<file path="config.mk">
export PLATFORM = sky130hd
export DESIGN_NAME = rv_test_monitor_flat
export DESIGN_NICKNAME = d
export VERILOG_FILES = /design/src/rtl/rv_test_monitor_if.sv /design/src/rtl/rv_test_monitor.sv /design/src/flat_wrapper.sv
export SDC_FILE = /design/constraint.sdc
export NUM_CORES = 1
export LEC_CHECK = 0
export CAP_MARGIN = 5
export CORE_ASPECT_RATIO = 0.9
export CORE_MARGIN = 2
export CORE_UTILIZATION = 45
export CTS_CLUSTER_DIAMETER = 80
export DETAILED_ROUTE_END_ITERATION = 10
export HOLD_SLACK_MARGIN = 0.06
export MAX_ROUTING_LAYER = met4
export PLACE_DENSITY = 0.76
export SLEW_MARGIN = 20
export SYNTH_ARGS = -nofsm -noshare
export SYNTH_HDL_FRONTEND = slang
export SYNTH_SLANG_ARGS = --single-unit
</file>
<file path="constraint.sdc">
create_clock -name clk -period 5.65 [get_ports clk]
set_input_delay 0.565 -clock clk [delete_from_list [all_inputs] [get_ports clk]]
set_output_delay 0.565 -clock clk [all_outputs]
set_load 0.01 [all_outputs]
</file>
<file path="src/rtl/rv_test_monitor_if.sv">
// Register-file writeback snoop bundle between the core's write port and the test monitor.
interface rv_test_monitor_if #(
    parameter int XLEN = 32
);
    logic            wb_we_i;
    logic [4:0]      wb_waddr_i;
    logic [XLEN-1:0] wb_wdata_i;

    modport master (output wb_we_i, wb_waddr_i, wb_wdata_i);
    modport slave  (input  wb_we_i, wb_waddr_i, wb_wdata_i);
endinterface

</file>
<file path="src/rtl/rv_test_monitor.sv">
// Pass/fail monitor for rv32ui self-tests: shadows done/pass/test-number registers off the writeback port.
// Optional macro TEST_MON_FAILNUM_EN builds the test-number shadow and drives fail_num_o.
module rv_test_monitor #(
    parameter int unsigned XLEN        = 32,
    parameter int unsigned DONE_REG    = 26,
    parameter int unsigned PASS_REG    = 27,
    parameter int unsigned NUM_REG     = 3,
    parameter int unsigned SETTLE_CYC  = 2,
    parameter int unsigned TIMEOUT_CYC = 100000,
    parameter int unsigned CNT_W       = 32
) (
    input  logic                 clk,
    input  logic                 rst,
    rv_test_monitor_if.slave     wb,
    output logic                 test_done_o,
    output logic                 test_pass_o,
    output logic                 test_fail_o,
    output logic                 test_timeout_o,
    output logic [CNT_W-1:0]     cycle_cnt_o,
    output logic [CNT_W-1:0]     wr_cnt_o,
    output logic [XLEN-1:0]      fail_num_o
);
    typedef enum logic [2:0] {
        ST_INIT,
        ST_RUN,
        ST_SETTLE,
        ST_DONE,
        ST_TIMEOUT
    } state_e;

    localparam logic [7:0]       SETTLE_LD = 8'(SETTLE_CYC);
    localparam logic             WD_EN     = (TIMEOUT_CYC != 0);
    localparam logic [CNT_W-1:0] WD_LAST   = CNT_W'(TIMEOUT_CYC == 0 ? 0 : TIMEOUT_CYC - 1);

    function automatic logic [CNT_W-1:0] sat_inc(input logic [CNT_W-1:0] v);
        return (&v) ? v : v + CNT_W'(1);
    endfunction

    state_e            state_q, state_d;
    logic [7:0]        settle_q, settle_d;
    logic [CNT_W-1:0]  cycle_cnt_q, cycle_cnt_d;
    logic [CNT_W-1:0]  wr_cnt_q, wr_cnt_d;
    logic [XLEN-1:0]   pass_sh_q, pass_sh_d;
    logic              done_q, done_d;
    logic              pass_q, pass_d;
    logic              fail_q, fail_d;
    logic              timeout_q, timeout_d;
`ifdef TEST_MON_FAILNUM_EN
    logic [XLEN-1:0]   num_sh_q, num_sh_d;
    logic [XLEN-1:0]   fail_num_q, fail_num_d;
`endif

    logic wr_valid;
    logic done_hit;
    logic wd_expire;

    // x0 writes are invisible: no shadow update and no write count.
    assign wr_valid  = wb.wb_we_i && (wb.wb_waddr_i != 5'd0);
    assign done_hit  = wr_valid && (wb.wb_waddr_i == 5'(DONE_REG)) && (wb.wb_wdata_i != '0);
    assign wd_expire = WD_EN && (cycle_cnt_q == WD_LAST);

    always_comb begin
        state_d     = state_q;
        settle_d    = settle_q;
        cycle_cnt_d = cycle_cnt_q;
        wr_cnt_d    = wr_cnt_q;
        pass_sh_d   = pass_sh_q;
        done_d      = done_q;
        pass_d      = pass_q;
        fail_d      = fail_q;
        timeout_d   = timeout_q;
`ifdef TEST_MON_FAILNUM_EN
        num_sh_d    = num_sh_q;
        fail_num_d  = fail_num_q;
        if (wr_valid && (wb.wb_waddr_i == 5'(NUM_REG)))
            num_sh_d = wb.wb_wdata_i;
`endif
        if (wr_valid && (wb.wb_waddr_i == 5'(PASS_REG)))
            pass_sh_d = wb.wb_wdata_i;

        case (state_q)
            ST_INIT: state_d = ST_RUN;
            ST_RUN: begin
                if (wr_valid)
                    wr_cnt_d = sat_inc(wr_cnt_q);
                // A done write on the watchdog's last cycle still counts as a finished test.
                if (done_hit) begin
                    state_d     = ST_SETTLE;
                    settle_d    = SETTLE_LD;
                    cycle_cnt_d = sat_inc(cycle_cnt_q);
                end else if (wd_expire) begin
                    state_d   = ST_TIMEOUT;
                    timeout_d = 1'b1;
`ifdef TEST_MON_FAILNUM_EN
                    fail_num_d = num_sh_q;
`endif
                end else begin
                    cycle_cnt_d = sat_inc(cycle_cnt_q);
                end
            end
            ST_SETTLE: begin
                if (settle_q == 8'd0) begin
                    state_d = ST_DONE;
                    done_d  = 1'b1;
                    pass_d  = (pass_sh_q == XLEN'(1));
                    fail_d  = (pass_sh_q != XLEN'(1));
`ifdef TEST_MON_FAILNUM_EN
                    if (pass_sh_q != XLEN'(1))
                        fail_num_d = num_sh_q;
`endif
                end else begin
                    settle_d = settle_q - 8'd1;
                end
            end
            default: ;
        endcase
    end

    always_ff @(posedge clk or posedge rst) begin
        if (rst) begin
            state_q     <= ST_INIT;
            settle_q    <= '0;
            cycle_cnt_q <= '0;
            wr_cnt_q    <= '0;
            pass_sh_q   <= '0;
            done_q      <= 1'b0;
            pass_q      <= 1'b0;
            fail_q      <= 1'b0;
            timeout_q   <= 1'b0;
`ifdef TEST_MON_FAILNUM_EN
            num_sh_q    <= '0;
            fail_num_q  <= '0;
`endif
        end else begin
            state_q     <= state_d;
            settle_q    <= settle_d;
            cycle_cnt_q <= cycle_cnt_d;
            wr_cnt_q    <= wr_cnt_d;
            pass_sh_q   <= pass_sh_d;
            done_q      <= done_d;
            pass_q      <= pass_d;
            fail_q      <= fail_d;
            timeout_q   <= timeout_d;
`ifdef TEST_MON_FAILNUM_EN
            num_sh_q    <= num_sh_d;
            fail_num_q  <= fail_num_d;
`endif
        end
    end

    assign test_done_o    = done_q;
    assign test_pass_o    = pass_q;
    assign test_fail_o    = fail_q;
    assign test_timeout_o = timeout_q;
    assign cycle_cnt_o    = cycle_cnt_q;
    assign wr_cnt_o       = wr_cnt_q;
`ifdef TEST_MON_FAILNUM_EN
    assign fail_num_o     = fail_num_q;
`else
    assign fail_num_o     = '0;
`endif
endmodule
</file>
<file path="src/flat_wrapper.sv">
// flat-port wrapper written by rule: the top's interface ports become plain ports
module rv_test_monitor_flat 
#(
    parameter int unsigned XLEN        = 32,
    parameter int unsigned DONE_REG    = 26,
    parameter int unsigned PASS_REG    = 27,
    parameter int unsigned NUM_REG     = 3,
    parameter int unsigned SETTLE_CYC  = 2,
    parameter int unsigned TIMEOUT_CYC = 100000,
    parameter int unsigned CNT_W       = 32
)
  (clk, rst, test_done_o, test_pass_o, test_fail_o, test_timeout_o, cycle_cnt_o, wr_cnt_o, fail_num_o, wb_wb_we_i, wb_wb_waddr_i, wb_wb_wdata_i);
  rv_test_monitor_if #(.XLEN(XLEN)) wb_i ();
  input  logic clk;
  input  logic rst;
  output logic test_done_o;
  output logic test_pass_o;
  output logic test_fail_o;
  output logic test_timeout_o;
  output logic [CNT_W-1:0] cycle_cnt_o;
  output logic [CNT_W-1:0] wr_cnt_o;
  output logic [XLEN-1:0] fail_num_o;
  input wire logic [$bits(wb_i.wb_we_i)-1:0] wb_wb_we_i;
  input wire logic [$bits(wb_i.wb_waddr_i)-1:0] wb_wb_waddr_i;
  input wire logic [$bits(wb_i.wb_wdata_i)-1:0] wb_wb_wdata_i;
  assign wb_i.wb_we_i = wb_wb_we_i;
  assign wb_i.wb_waddr_i = wb_wb_waddr_i;
  assign wb_i.wb_wdata_i = wb_wb_wdata_i;
  rv_test_monitor #(.XLEN(XLEN), .DONE_REG(DONE_REG), .PASS_REG(PASS_REG), .NUM_REG(NUM_REG), .SETTLE_CYC(SETTLE_CYC), .TIMEOUT_CYC(TIMEOUT_CYC), .CNT_W(CNT_W)) u_core (.clk(clk), .rst(rst), .wb(wb_i), .test_done_o(test_done_o), .test_pass_o(test_pass_o), .test_fail_o(test_fail_o), .test_timeout_o(test_timeout_o), .cycle_cnt_o(cycle_cnt_o), .wr_cnt_o(wr_cnt_o), .fail_num_o(fail_num_o));
endmodule
</file>
* After elaboration in Yosys (flattened, before gate mapping)
Cells that the tools add are included.
** Storage, ports and cells
- Register bits :: 111
- Output and inout bits :: 100
- Word-level logic and storage cells :: 54
** Cells by class
- Add/subtract/negate cells :: 3
- Equality and inequality tests :: 12
- Muxes and demuxes :: 10
- Bitwise logic cells :: 2
- Reduce and logical (&&, ||, !) cells :: 18
** Operators by type and width (count)
- $mux 32 :: 3
- $add 32x1->32 const B :: 2
- $reduce_and 32->1 :: 2
- $eq 32x1->1 const B :: 1
- $eq 32x17->1 const B :: 1
- $ne 32x1->1 const B :: 1
- $reduce_bool 32->1 :: 1
- $mux 8 :: 2
- $pmux 8 s2 :: 1
- $reduce_and 3->1 :: 4
- $eq 5x5->1 const B :: 2
- $mux 3 :: 3
- $pmux 3 s3 :: 1
- $logic_not 8->1 :: 1
- $sub 8x1->8 const B :: 1
- $ne 2x1->1 const B :: 3
- $reduce_bool 5->1 :: 1
- $logic_and 1x1->1 :: 4
- $reduce_and 2->1 :: 2
- $eq 3x1->1 const B :: 1
- $eq 3x2->1 const B :: 1
- $logic_not 3->1 :: 1
- $ne 3x1->1 const B :: 1
- $reduce_bool 3->1 :: 1
- 3 further kinds :: 4

* Depth between registers and ports, before layout
Gate-level depths: netlist of run 1.
- Depth in word-level cells :: 6
- Gate-level depth with buffers :: 7

* Worst setup path after synthesis of run 1
Ideal clock, no wire load.
- Path type :: input -> register
- From :: input port wb_wb_waddr_i[1]
- To :: register u_core.wr_cnt_q[1] (netlist: u_core.wr_cnt_o[1])
- Library setup time :: 0.128 ns
- Data arrival time :: 1.990 ns
- Slack :: 3.532 ns
- Stages :: 5
- Path buffers :: 0
- Path through :: or4_1 > o211ai_1 > inv_1 > and2_1 > mux2_1
** Between the ends
- Word-level cells in the longest chain between the ends :: 3
** Ends and longest elaborated chain
- from (decl) :: RTL line flat_wrapper.sv:24 : input wire logic [$bits(wb_i.wb_waddr_i)-1:0] wb_wb_waddr_i;
- $reduce_bool 5->1 :: RTL line rv_test_monitor.sv:58 : assign wr_valid = wb.wb_we_i && (wb.wb_waddr_i != 5'd0);
- $logic_and 1x1->1 :: RTL line rv_test_monitor.sv:58
- $reduce_and 3->1 (no line)
- to (signal assigned) :: RTL line rv_test_monitor.sv:138 : wr_cnt_q <= wr_cnt_d;
- to (decl) :: RTL line rv_test_monitor.sv:42 : logic [CNT_W-1:0] wr_cnt_q, wr_cnt_d;
Every way passes these cells.
A chain may end at the register's enable or synchronous reset.

* Worst setup path after layout of run 1
- From :: register u_core.cycle_cnt_q[0] (netlist: u_core.cycle_cnt_o[0])
- To :: register u_core.cycle_cnt_q[1] (netlist: u_core.cycle_cnt_o[1])
** Between the ends
- Word-level cells in the longest chain between the ends :: 4
- Elaborated cells on any way between the ends :: 8
- Those cells by class :: add/sub: 1; eq/ne: 2; mux: 3; reduce/logical: 2
** Ends and longest elaborated chain
- from (decl) :: RTL line rv_test_monitor.sv:41 : logic [CNT_W-1:0] cycle_cnt_q, cycle_cnt_d;
- from (signal assigned) :: RTL line rv_test_monitor.sv:137 : cycle_cnt_q <= cycle_cnt_d;
- $add 32x1->32 / $reduce_and 32->1 (equally long branches) :: RTL line rv_test_monitor.sv:36 : return (&v) ? v : v + CNT_W'(1);
- $mux 32 :: RTL line rv_test_monitor.sv:36
- $mux 32 :: RTL line rv_test_monitor.sv:91 : end else if (wd_expire) begin
- $mux 32 :: RTL line rv_test_monitor.sv:87 : if (done_hit) begin
Parallel ways exist; a longest one is shown, timed or not. The select of a mux whose other input is x is not followed.

==> results.json, run 1 <==
{
  "worstSkewPairLatency_ps": 340,
  "n_fill_cell": 1017,
  "vias_per_cell": 5.326,
  "leakage_nw": 3.037,
  "final_core_util_pct": 58.26,
  "layout-drive-gt1-share_pct": 10.98,
  "hold_class": "register to register",
  "antenna_found_initial": 0,
  "clk_pin_slew_ps": 70,
  "dr.pass1.iters": 4,
  "clockBufferDepth": 2,
  "diodes": 0,
  "final_cell_area_mm2": 0.006980,
  "p_int_mw": 1.627,
  "io_buffers": 107,
  "final_max_slew_viol_count": 0,
  "critPathSlowestCell": "a21o_1",
  "rsz0062_at_grt": "no",
  "cts-htree-levels": 3,
  "worstMarginPinSlew_ps": 785.0,
  "hpwl_mm": 8.791,
  "initial_core_util_pct": 45.81,
  "peakVddDrop_mv": 0.2218,
  "first_iter_violations": 198,
  "switching_share_pct": 27.74,
  "ys_seq_area_share_pct": 50.60,
  "seqCellArea_mm2": 0.002778,
  "rows": 38,
  "dpl.cell_count": 754,
  "grt_first_pass_wirelength_mm": 19.87,
  "cts_tree": "yes",
  "period_share_pct": 44.84,
  "yosys_warnings": 0,
  "dieArea_mm2": 0.01310,
  "ys_seq_elements": 111,
  "arrival_ps": 2760,
  "setup_tns_ps": 0,
  "path_max_fanout": 20,
  "grt_usage_pct": 19.69,
  "startpoint_type": "register",
  "placed_area_mm2": 0.006611,
  "crit_required_ps": 5880,
  "maxCapViolations": 0,
  "cts-resized-gates": 0,
  "drc": 0,
  "synth_area_mm2": 0.005489,
  "worst-setup-path-type": "register to register",
  "wl_mm": 12.10,
  "layout_min_cycle_time_ps": 2534,
  "ios": 140,
  "core_area_mm2": 0.01198,
  "cts_root_buf": "clkbuf_16",
  "ant_nets": 0,
  "vias": 4101,
  "finClkSkew_ps": 7.231,
  "syn_area_per_cell_um2": 11.09,
  "dieWidth_um": 120.4,
  "status": "completed",
  "total_power_mw": 2.251,
  "ctsHoldBuffers": 0,
  "numCtsBuffers": 9,
  "timing.slew.headroom_pct": 47.67,
  "crit_chain": "ha_1 > nand4_2 > nor4_4 > a21o_1 > a21oi_1 > mux2_2",
  "syn2layout_area_growth_pct": 27.17,
  "async_flop_share_pct": 100.0,
  "power_frac_seq_pct": 46.7,
  "max_stage_delay_ps": 650,
  "setup_violations": 0,
  "die_h_um": 108.8,
  "globalRouteOverflowTotal": 0,
  "place.gp.congestion": 0.8629,
  "p_per_area_mw_per_mm2": 322.5,
  "post-cts-setup-buffers": 0,
  "clock.fmax_mhz": 394.7,
  "synth-edff-count": 0,
  "clock_power_share_pct": 34.0,
  "ys.flop_type": "dfrtp_1",
  "grt_pass1_vias": 4050,
  "routedWlPerCell_um": 15.71,
  "yosysUniqueCellTypes": 55,
  "grt_max_degree": 65,
  "clock-sinks": 111,
  "layoutNonFillerInstCount": 770,
  "hold_viol": 0,
  "p_switching_mw": 0.6245,
  "synth_cells": 495,
  "final_net_count": 649,
  "multiInputGateArea_mm2": 0.002496,
  "combPwrFrac_pct": 19.3,
  "endpoint_kind": "register"
}
[cells in the final DEF, fill, tap and decap left out, drive strengths merged, types with 14 or more instances in the layout]
cell / n
dfrtp: 111
xor2: 28
xnor2: 32
nor4: 28
nor2: 21
mux2: 36
nor3: 19
inv: 14
nand2: 33
conb: 32
nand3: 24
nand4: 26
clkdlybuf4s50: 107
[layout make-up]
class	instances	share of cell area, %
well taps	160	2.868
multi-input cells	361	35.76
clock inverters	7	2.061
inverters	13	0.7349
clock buffers	9	3.226
repair buffers	109	15.56
flip-flops and latches	111	39.79
[power groups by stage]
| stage | Combinational (mW) | Sequential [mW] | Clock, mW |
|---|---|---|---|
| after floorplan | 0.253 | 1.05 | 0 |
| after global routing | 0.480 | 1.07 | 0.819 |
| after CTS | 0.439 | 1.05 | 0.783 |
| final | 0.435 | 1.05 | 0.766 |
| after detailed placement | 0.436 | 1.06 | 0 |
| after global placement | 0.423 | 1.05 | 0 |
[metrics by stage]
step	hold slack, ps	setup WS (ps)
finish	480.0	3116
CTS	484.9	3121
detailed placement	469.9	2778
global route	517.7	2936
global placement	459.8	2795
floorplan	451.3	2154
[sequential cells by signal (all words and copies together), names as in the netlist]
register               cells
u_core.cycle_cnt_o        32
u_core.test_pass_o         1
u_core.test_fail_o         1
u_core.test_timeout_o      1
u_core.test_done_o         1
u_core.state_q             3
u_core.wr_cnt_o           32
u_core.pass_sh_q          32
u_core.settle_q            8
[cell usage after synthesis, types with 2 or more instances]
cell type,n,area share (%)
a211oi_1,3,0.41
a21o_1,3,0.41
a21oi_1,7,0.64
a311oi_2,2,0.55
a31oi_1,7,0.80
and2_1,5,0.57
and3_1,9,1.0
and4_1,5,0.80
buf_1,4,0.27
buf_4,32,4.4
clkbuf_1,3,0.21
dfrtp_1,111,51
ha_1,4,0.91
inv_1,13,0.89
mux2_2,35,7.2
nand2_1,33,2.3
nand2b_1,4,0.46
nand3_1,24,2.2
nand4_1,24,2.7
nor2_1,21,1.4
nor3_1,18,1.6
nor3b_1,2,0.27
nor4_1,26,3.0
nor4_4,2,0.78
nor4b_1,4,0.64
o2111ai_1,2,0.32
o211ai_1,3,0.41
o21bai_1,3,0.41
or3_1,2,0.23
xnor2_1,32,5.1
xor2_1,28,4.5
[per-layer routing]
metal	part of all wire, %	global-route usage, %	vias up
met5	0	-	-
met1	46	25.73	2012
met2	48	31.40	121
met3	4.2	4.550	18
li1	-	-	1950
met4	1.5	4.817	0
[final timing paths]
check                                                        from                                 end  slack, ps  cells past startpoint
worst max-delay path            u_core.cycle_cnt_o[0]$_DFFE_PP0P_   u_core.cycle_cnt_o[1]$_DFFE_PP0P_       3120                      6
worst min-delay path               u_core.test_done_o$_DFFE_PP0P_      u_core.test_done_o$_DFFE_PP0P_        480                      1
worst max register to register  u_core.cycle_cnt_o[0]$_DFFE_PP0P_   u_core.cycle_cnt_o[1]$_DFFE_PP0P_       3120                      6
worst min register to register     u_core.test_done_o$_DFFE_PP0P_      u_core.test_done_o$_DFFE_PP0P_        480                      1
max in group asynchronous                                     rst    u_core.pass_sh_q[23]$_DFFE_PP0P_       3780                      3
min in group asynchronous                                     rst  u_core.cycle_cnt_o[27]$_DFFE_PP0P_        660                      2
[worst max-delay path, delay by kind of cell (launching register included)]
family | cells | cell delay [ps]
compound gates | 2 | 810
simple gates | 2 | 640
flops | 1 | 440
mux | 1 | 310
fa+ha+maj | 1 | 240
[cell families after synthesis]
logic type,after synthesis,share of synthesized area [%]
AO/OA/AOI/OAI,39,5.379
XOR/XNOR,60,9.574
adder cells (fa/ha/maj),4,0.9118
buffers and inverters,54,6.040
flip-flops,111,50.60
multiplexers,37,7.568
other,1,0.06832
AND/OR/NAND/NOR,189,19.85
Power figures use the tool's default switching activity.
==> run 2, diff against run 1 <==
- PLACE_DENSITY: 0.76 -> 0.79
- clock period: 5.65 -> 2.1 ns (I/O delays scaled with it)
==> results.json, run 2 (same netlist as run 1, synthesis figures left out) <==
{
  "clock.fmax_mhz": 499.2,
  "reg2reg_slack_ps": 100,
  "layout-drive-gt1-share_pct": 18.00,
  "syn2layout_area_growth_pct": 33.42,
  "final_max_slew_viol_count": 0,
  "dieWidth_um": 120.4,
  "crit_path_start": "u_core.state_q[2]$_DFFE_PP0P_",
  "period_share_pct": 95.39,
  "place.gp.congestion": 0.8686,
  "clk_pin_slew_ps": 70,
  "dpl.cell_count": 794,
  "path_max_fanout": 13,
  "initial_core_util_pct": 45.81,
  "crit_chain": "buf_4 > or3b_1 > a21o_1 > buf_12 > nor4_1 > xor2_1",
  "rsz0062_at_grt": "no",
  "final_net_count": 691,
  "antenna_found_initial": 0,
  "timing.slew.headroom_pct": 60.12,
  "first_iter_violations": 251,
  "p_per_area_mw_per_mm2": 786.0,
  "total_power_mw": 5.756,
  "vias": 4316,
  "hold_class": "input port to async pin",
  "clockBufferDepth": 2,
  "rows": 38,
  "routedWlPerCell_um": 15.75,
  "r2r-end": "u_core.cycle_cnt_o[14]$_DFFE_PP0P_",
  "layoutNonFillerInstCount": 810,
  "hpwl_mm": 9.427,
  "place_ws_ps": -211.3,
  "grt_usage_pct": 20.31,
  "cts-htree-levels": 3,
  "drc": 0,
  "arrival_ps": 2270,
  "endpoint_kind": "register",
  "dieArea_mm2": 0.01310,
  "vias_per_cell": 5.328,
  "status": "completed",
  "setup_tns_ps": 0,
  "leakage_nw": 3.216,
  "worst-setup-path-type": "register to register",
  "clock-sinks": 111,
  "setup_violations": 0,
  "mostFrequentLayoutCells": "clkdlybuf4s50_1 (107), dfrtp_1 (107), buf_4 (40)",
  "worst_slack_ps": 96.73,
  "io_buffers": 107,
  "crit_required_ps": 2370,
  "final_core_util_pct": 61.12,
  "wl_mm": 12.76,
  "max_stage_delay_ps": 450,
  "die_h_um": 108.8,
  "crit_end": "u_core.cycle_cnt_o[14]$_DFFE_PP0P_",
  "core_area_mm2": 0.01198,
  "globalRouteOverflowTotal": 0,
  "grt_max_degree": 44,
  "cts_tree": "yes",
  "worstMarginPinSlew_ps": 597.6,
  "ios": 140,
  "worstSkewPairLatency_ps": 340,
  "timing.rr.start": "u_core.state_q[2]$_DFFE_PP0P_",
  "maxCapViolations": 0,
  "grt_pass1_vias": 4291,
  "cts_root_buf": "clkbuf_16",
  "critPathSlowestCell": "or3b_1",
  "startpoint_type": "register",
  "numCtsBuffers": 9,
  "hold_viol": 0,
  "peakVddDrop_mv": 0.4862,
  "layout_min_cycle_time_ps": 2003,
  "diodes": 0,
  "ant_nets": 0,
  "dr.pass1.iters": 4,
  "n_fill_cell": 972,
  "finClkSkew_ps": 7.351,
  "r2r_cells": 6,
  "grt_first_pass_wirelength_mm": 20.76
}
run 2: metrics by stage:
| step | hold slack, ps | instance area [um^2] |
|---|---|---|
| floorplan | 360.5 | 5609 |
| CTS | 224.7 | 7252 |
| finish | 224.3 | 7323 |
| global route | 270.2 | 7323 |
| global placement | 451.3 | 6963 |
| detailed placement | 464.7 | 6963 |
run 2: worst max-delay path: cells and delay by family (launching register included):
family / cells / cell delay (ps)
AND/OR/NAND/NOR: 2 / 750
AO/OA/AOI/OAI: 1 / 250
buffers and inverters: 2 / 330
XOR/XNOR: 1 / 190
flip-flops: 1 / 410
run 2: how the worst min path moves through the flow:
stage | start | to | slack, ps | cells past startpoint
after detailed placement | u_core.test_done_o$_DFFE_PP0P_ | u_core.test_done_o$_DFFE_PP0P_ | 460 | 1
final | rst | u_core.wr_cnt_o[23]$_DFFE_PP0P_ | 220 | 2
after global placement | u_core.test_done_o$_DFFE_PP0P_ | u_core.test_done_o$_DFFE_PP0P_ | 450 | 1
after CTS | rst | u_core.wr_cnt_o[23]$_DFFE_PP0P_ | 220 | 2
after global routing | rst | u_core.wr_cnt_o[23]$_DFFE_PP0P_ | 270 | 2
after floorplan | wb_wb_wdata_i[31] | u_core.pass_sh_q[31]$_DFFE_PP0P_ | 360 | 1
run 2: repair_timing:
item	4_1_cts	5_1_grt
endpoints found under the setup margin	24	49
setup buffers	0	2
hold buffers	0	0
gates cloned	0	0
resized for setup	4	13
pin swaps	0	3
run 2: per-layer routing:
metal / global-route usage (%) / wire length [um] / vias up
li1: - / - / 2024
met1: 25.83 / 5588 / 2160
met2: 33.33 / 6372 / 127
met3: 5.230 / 712 / 5
met4: 3.987 / 87 / 0
met5: - / 0 / -
run 2: power breakdown:
group	leakage (nW)	total [mW]	internal [mW]	switching, mW
sequential	1.45	2.73	2.46	0.270
clock	0.122	1.54	0.795	0.742
combinational	1.64	1.48	0.805	0.680
total	3.22	5.76	4.06	1.69
run 2: cell type report:
type	count	area [um^2]	share of cell area, %
flip-flops and latches	111	2783	38.00
multi-input cells	361	2582	35.26
repair buffers	151	1451	19.82
clock buffers	11	232.7	3.178
well taps	160	200.2	2.734
inverters	13	52.55	0.7176
clock inverters	3	21.27	0.2904
==> run 3, diff against run 2 <==
- CORE_ASPECT_RATIO: 0.9 -> unset
- CTS_BUF_LIST: unset -> sky130_fd_sc_hd__clkbuf_8
- clock period: 2.1 -> 1.6 ns (I/O delays scaled with it)
==> results.json, run 3 (same netlist as run 1, synthesis figures left out) <==
{
  "status": "complete, but fails checks",
  "failed_checks": "setup timing",
  "wl_mm": 18.91,
  "worstSkewPairLatency_ps": 400,
  "worst-setup-path-type": "register to register",
  "crit_required_ps": 1900,
  "leakage_nw": 4.979,
  "p_int_mw": 5.653,
  "endpoint_kind": "register",
  "clockBufferDepth": 2,
  "peakVddDrop_mv": 0.5767,
  "layoutNonFillerInstCount": 960,
  "path_max_fanout": 4,
  "vias_per_cell": 5.479,
  "startpoint_type": "register",
  "dr.pass1.iters": 6,
  "combPwrFrac_pct": 37.1,
  "syn2layout_area_growth_pct": 73.22,
  "final_max_slew_viol_count": 0,
  "worstMarginPinSlew_ps": 686.1,
  "clock.fmax_mhz": 513.8,
  "arrival_ps": 2240,
  "ios": 140,
  "grt_usage_pct": 27.40,
  "p_switching_mw": 3.055,
  "cts_root_buf": "clkbuf_8",
  "path_depth": 8,
  "rsz0062_at_grt": "yes",
  "p_per_area_mw_per_mm2": 915.9,
  "initial_core_util_pct": 45.89,
  "mostFrequentLayoutCells": "buf_4 (165), dfrtp_1 (96), clkdlybuf4s50_1 (40)",
  "whs_path_depth": 2,
  "crit_chain": "buf_6 > nor4b_4 > nand4_1 > nor3_4 > buf_12 > buf_6 > a21o_1 > xnor2_1",
  "grt_pass1_vias": 5425,
  "hold_ws_ps": 70.81,
  "hpwl_mm": 10.75,
  "final_common_cell": "buf_4",
  "n_fill_cell": 651,
  "seqCellArea_mm2": 0.002796,
  "clk_pin_slew_ps": 110,
  "setup_tns_ps": -16490,
  "maxCapViolations": 0,
  "grt_first_pass_wirelength_mm": 27.36,
  "final_cell_area_mm2": 0.009508,
  "dieWidth_um": 114.4,
  "hold_class": "input port to register",
  "place.gp.congestion": 0.8750,
  "power_frac_seq_pct": 42.4,
  "drc": 0,
  "cp_common_cell": "buf_6",
  "multiInputGateArea_mm2": 0.003435,
  "numCtsBuffers": 9,
  "path_buf_inv": 3,
  "clock-sinks": 111,
  "antenna_found_initial": 0,
  "globalRouteOverflowTotal": 0,
  "routedWlPerCell_um": 19.69,
  "max_stage_delay_ps": 430,
  "layout_min_cycle_time_ps": 1946,
  "finClkSkew_ps": 14.05,
  "setup_violations": 77,
  "cts-htree-levels": 3,
  "die_h_um": 114.4,
  "timing.slew.headroom_pct": 53.91,
  "io_buffers": 107,
  "ant_nets": 0,
  "worst_slack_ps": -346.4,
  "dieArea_mm2": 0.01310,
  "switching_share_pct": 35.08,
  "layout-drive-gt1-share_pct": 48.95,
  "critPathSlowestCell": "dfrtp_2",
  "ctsHoldBuffers": 0,
  "dpl.cell_count": 883,
  "rows": 40,
  "placed_area_mm2": 0.007973,
  "period_share_pct": 121.6,
  "diodes": 0,
  "clock_power_share_pct": 20.5,
  "cp_top_family": "simple AND/OR/NAND/NOR gates",
  "core_area_mm2": 0.01196,
  "cts_tree": "yes",
  "hold_viol": 0,
  "r2r_cells": 8,
  "vias": 5260,
  "first_iter_violations": 305,
  "grt_max_degree": 75,
  "final_net_count": 852
}
## run 3: cell types whose count changed in the layout (fill, tap and decap cells not counted), sizes merged
cell / before / now
buf: 44 / 207
bufinv: 0 / 1
clkbuf: 11 / 10
clkdlybuf4s15: 0 / 1
clkdlybuf4s50: 107 / 40
clkinv: 1 / 3
clkinvlp: 2 / 1
dlygate4sd2: 0 / 38
dlymetal6s2s: 0 / 25
inv: 13 / 15
## run 3: metrics by stage
stage | power [mW] | setup slack, ps | util [%]
after floorplan | 4.772 | -264.5 | -
after global placement | 5.995 | -511.0 | 66.65
after detailed placement | 6.129 | -575.3 | 66.65
after CTS | 8.232 | -285.9 | 74.60
after global routing | 9.084 | -408.8 | 79.49
final | 8.708 | -346.4 | 79.49
## run 3: power groups by stage
stage	clock network [mW]	logic (mW)	registers, mW
2_1_floorplan	0	1.02	3.75
3_3_place_gp	0	2.35	3.65
3_5_place_dp	0	2.45	3.68
4_1_cts	1.80	2.83	3.60
5_1_grt	1.94	3.42	3.73
6_report	1.79	3.23	3.69
## run 3: path summary, 6_finish.rpt
kind / from / end / slack, ps
max: u_core.cycle_cnt_o[8]$_DFFE_PP0P_ / u_core.cycle_cnt_o[3]$_DFFE_PP0P_ / -350
min: wb_wb_wdata_i[16] / u_core.pass_sh_q[16]$_DFFE_PP0P_ / 70
max reg2reg: u_core.cycle_cnt_o[8]$_DFFE_PP0P_ / u_core.cycle_cnt_o[3]$_DFFE_PP0P_ / -350
min reg2reg: u_core.test_done_o$_DFFE_PP0P_ / u_core.test_done_o$_DFFE_PP0P_ / 480
max in group asynchronous: rst / u_core.pass_sh_q[20]$_DFFE_PP0P_ / 1010
min in group asynchronous: rst / u_core.pass_sh_q[5]$_DFFE_PP0P_ / 230
## run 3: metal layers
layer | track usage (%) | vias to the layer above | share of wire (%)
li1 | - | 2349 | -
met4 | 11.46 | 0 | 3.6
met3 | 3.600 | 64 | 4.5
met1 | 31.70 | 2652 | 38
met5 | - | - | 0
met2 | 47.97 | 195 | 54
## run 3: what timing repair did
| item | in CTS | in global routing |
|---|---|---|
| setup buffers | 41 | 25 |
| gates cloned | 1 | 0 |
| pin swaps | 77 | 63 |
| resized for setup | 142 | 104 |
| endpoints found under the setup margin | 115 | 101 |
## run 3: area by class of cell
type | instances | area share, %
Clock buffer | 9 | 1.303
Clock inverter | 7 | 0.8159
Inverter | 13 | 0.5790
Multi-Input combinational cell | 361 | 36.12
Sequential cell | 111 | 29.41
Tap cell | 147 | 1.934
Timing Repair Buffer | 312 | 29.83
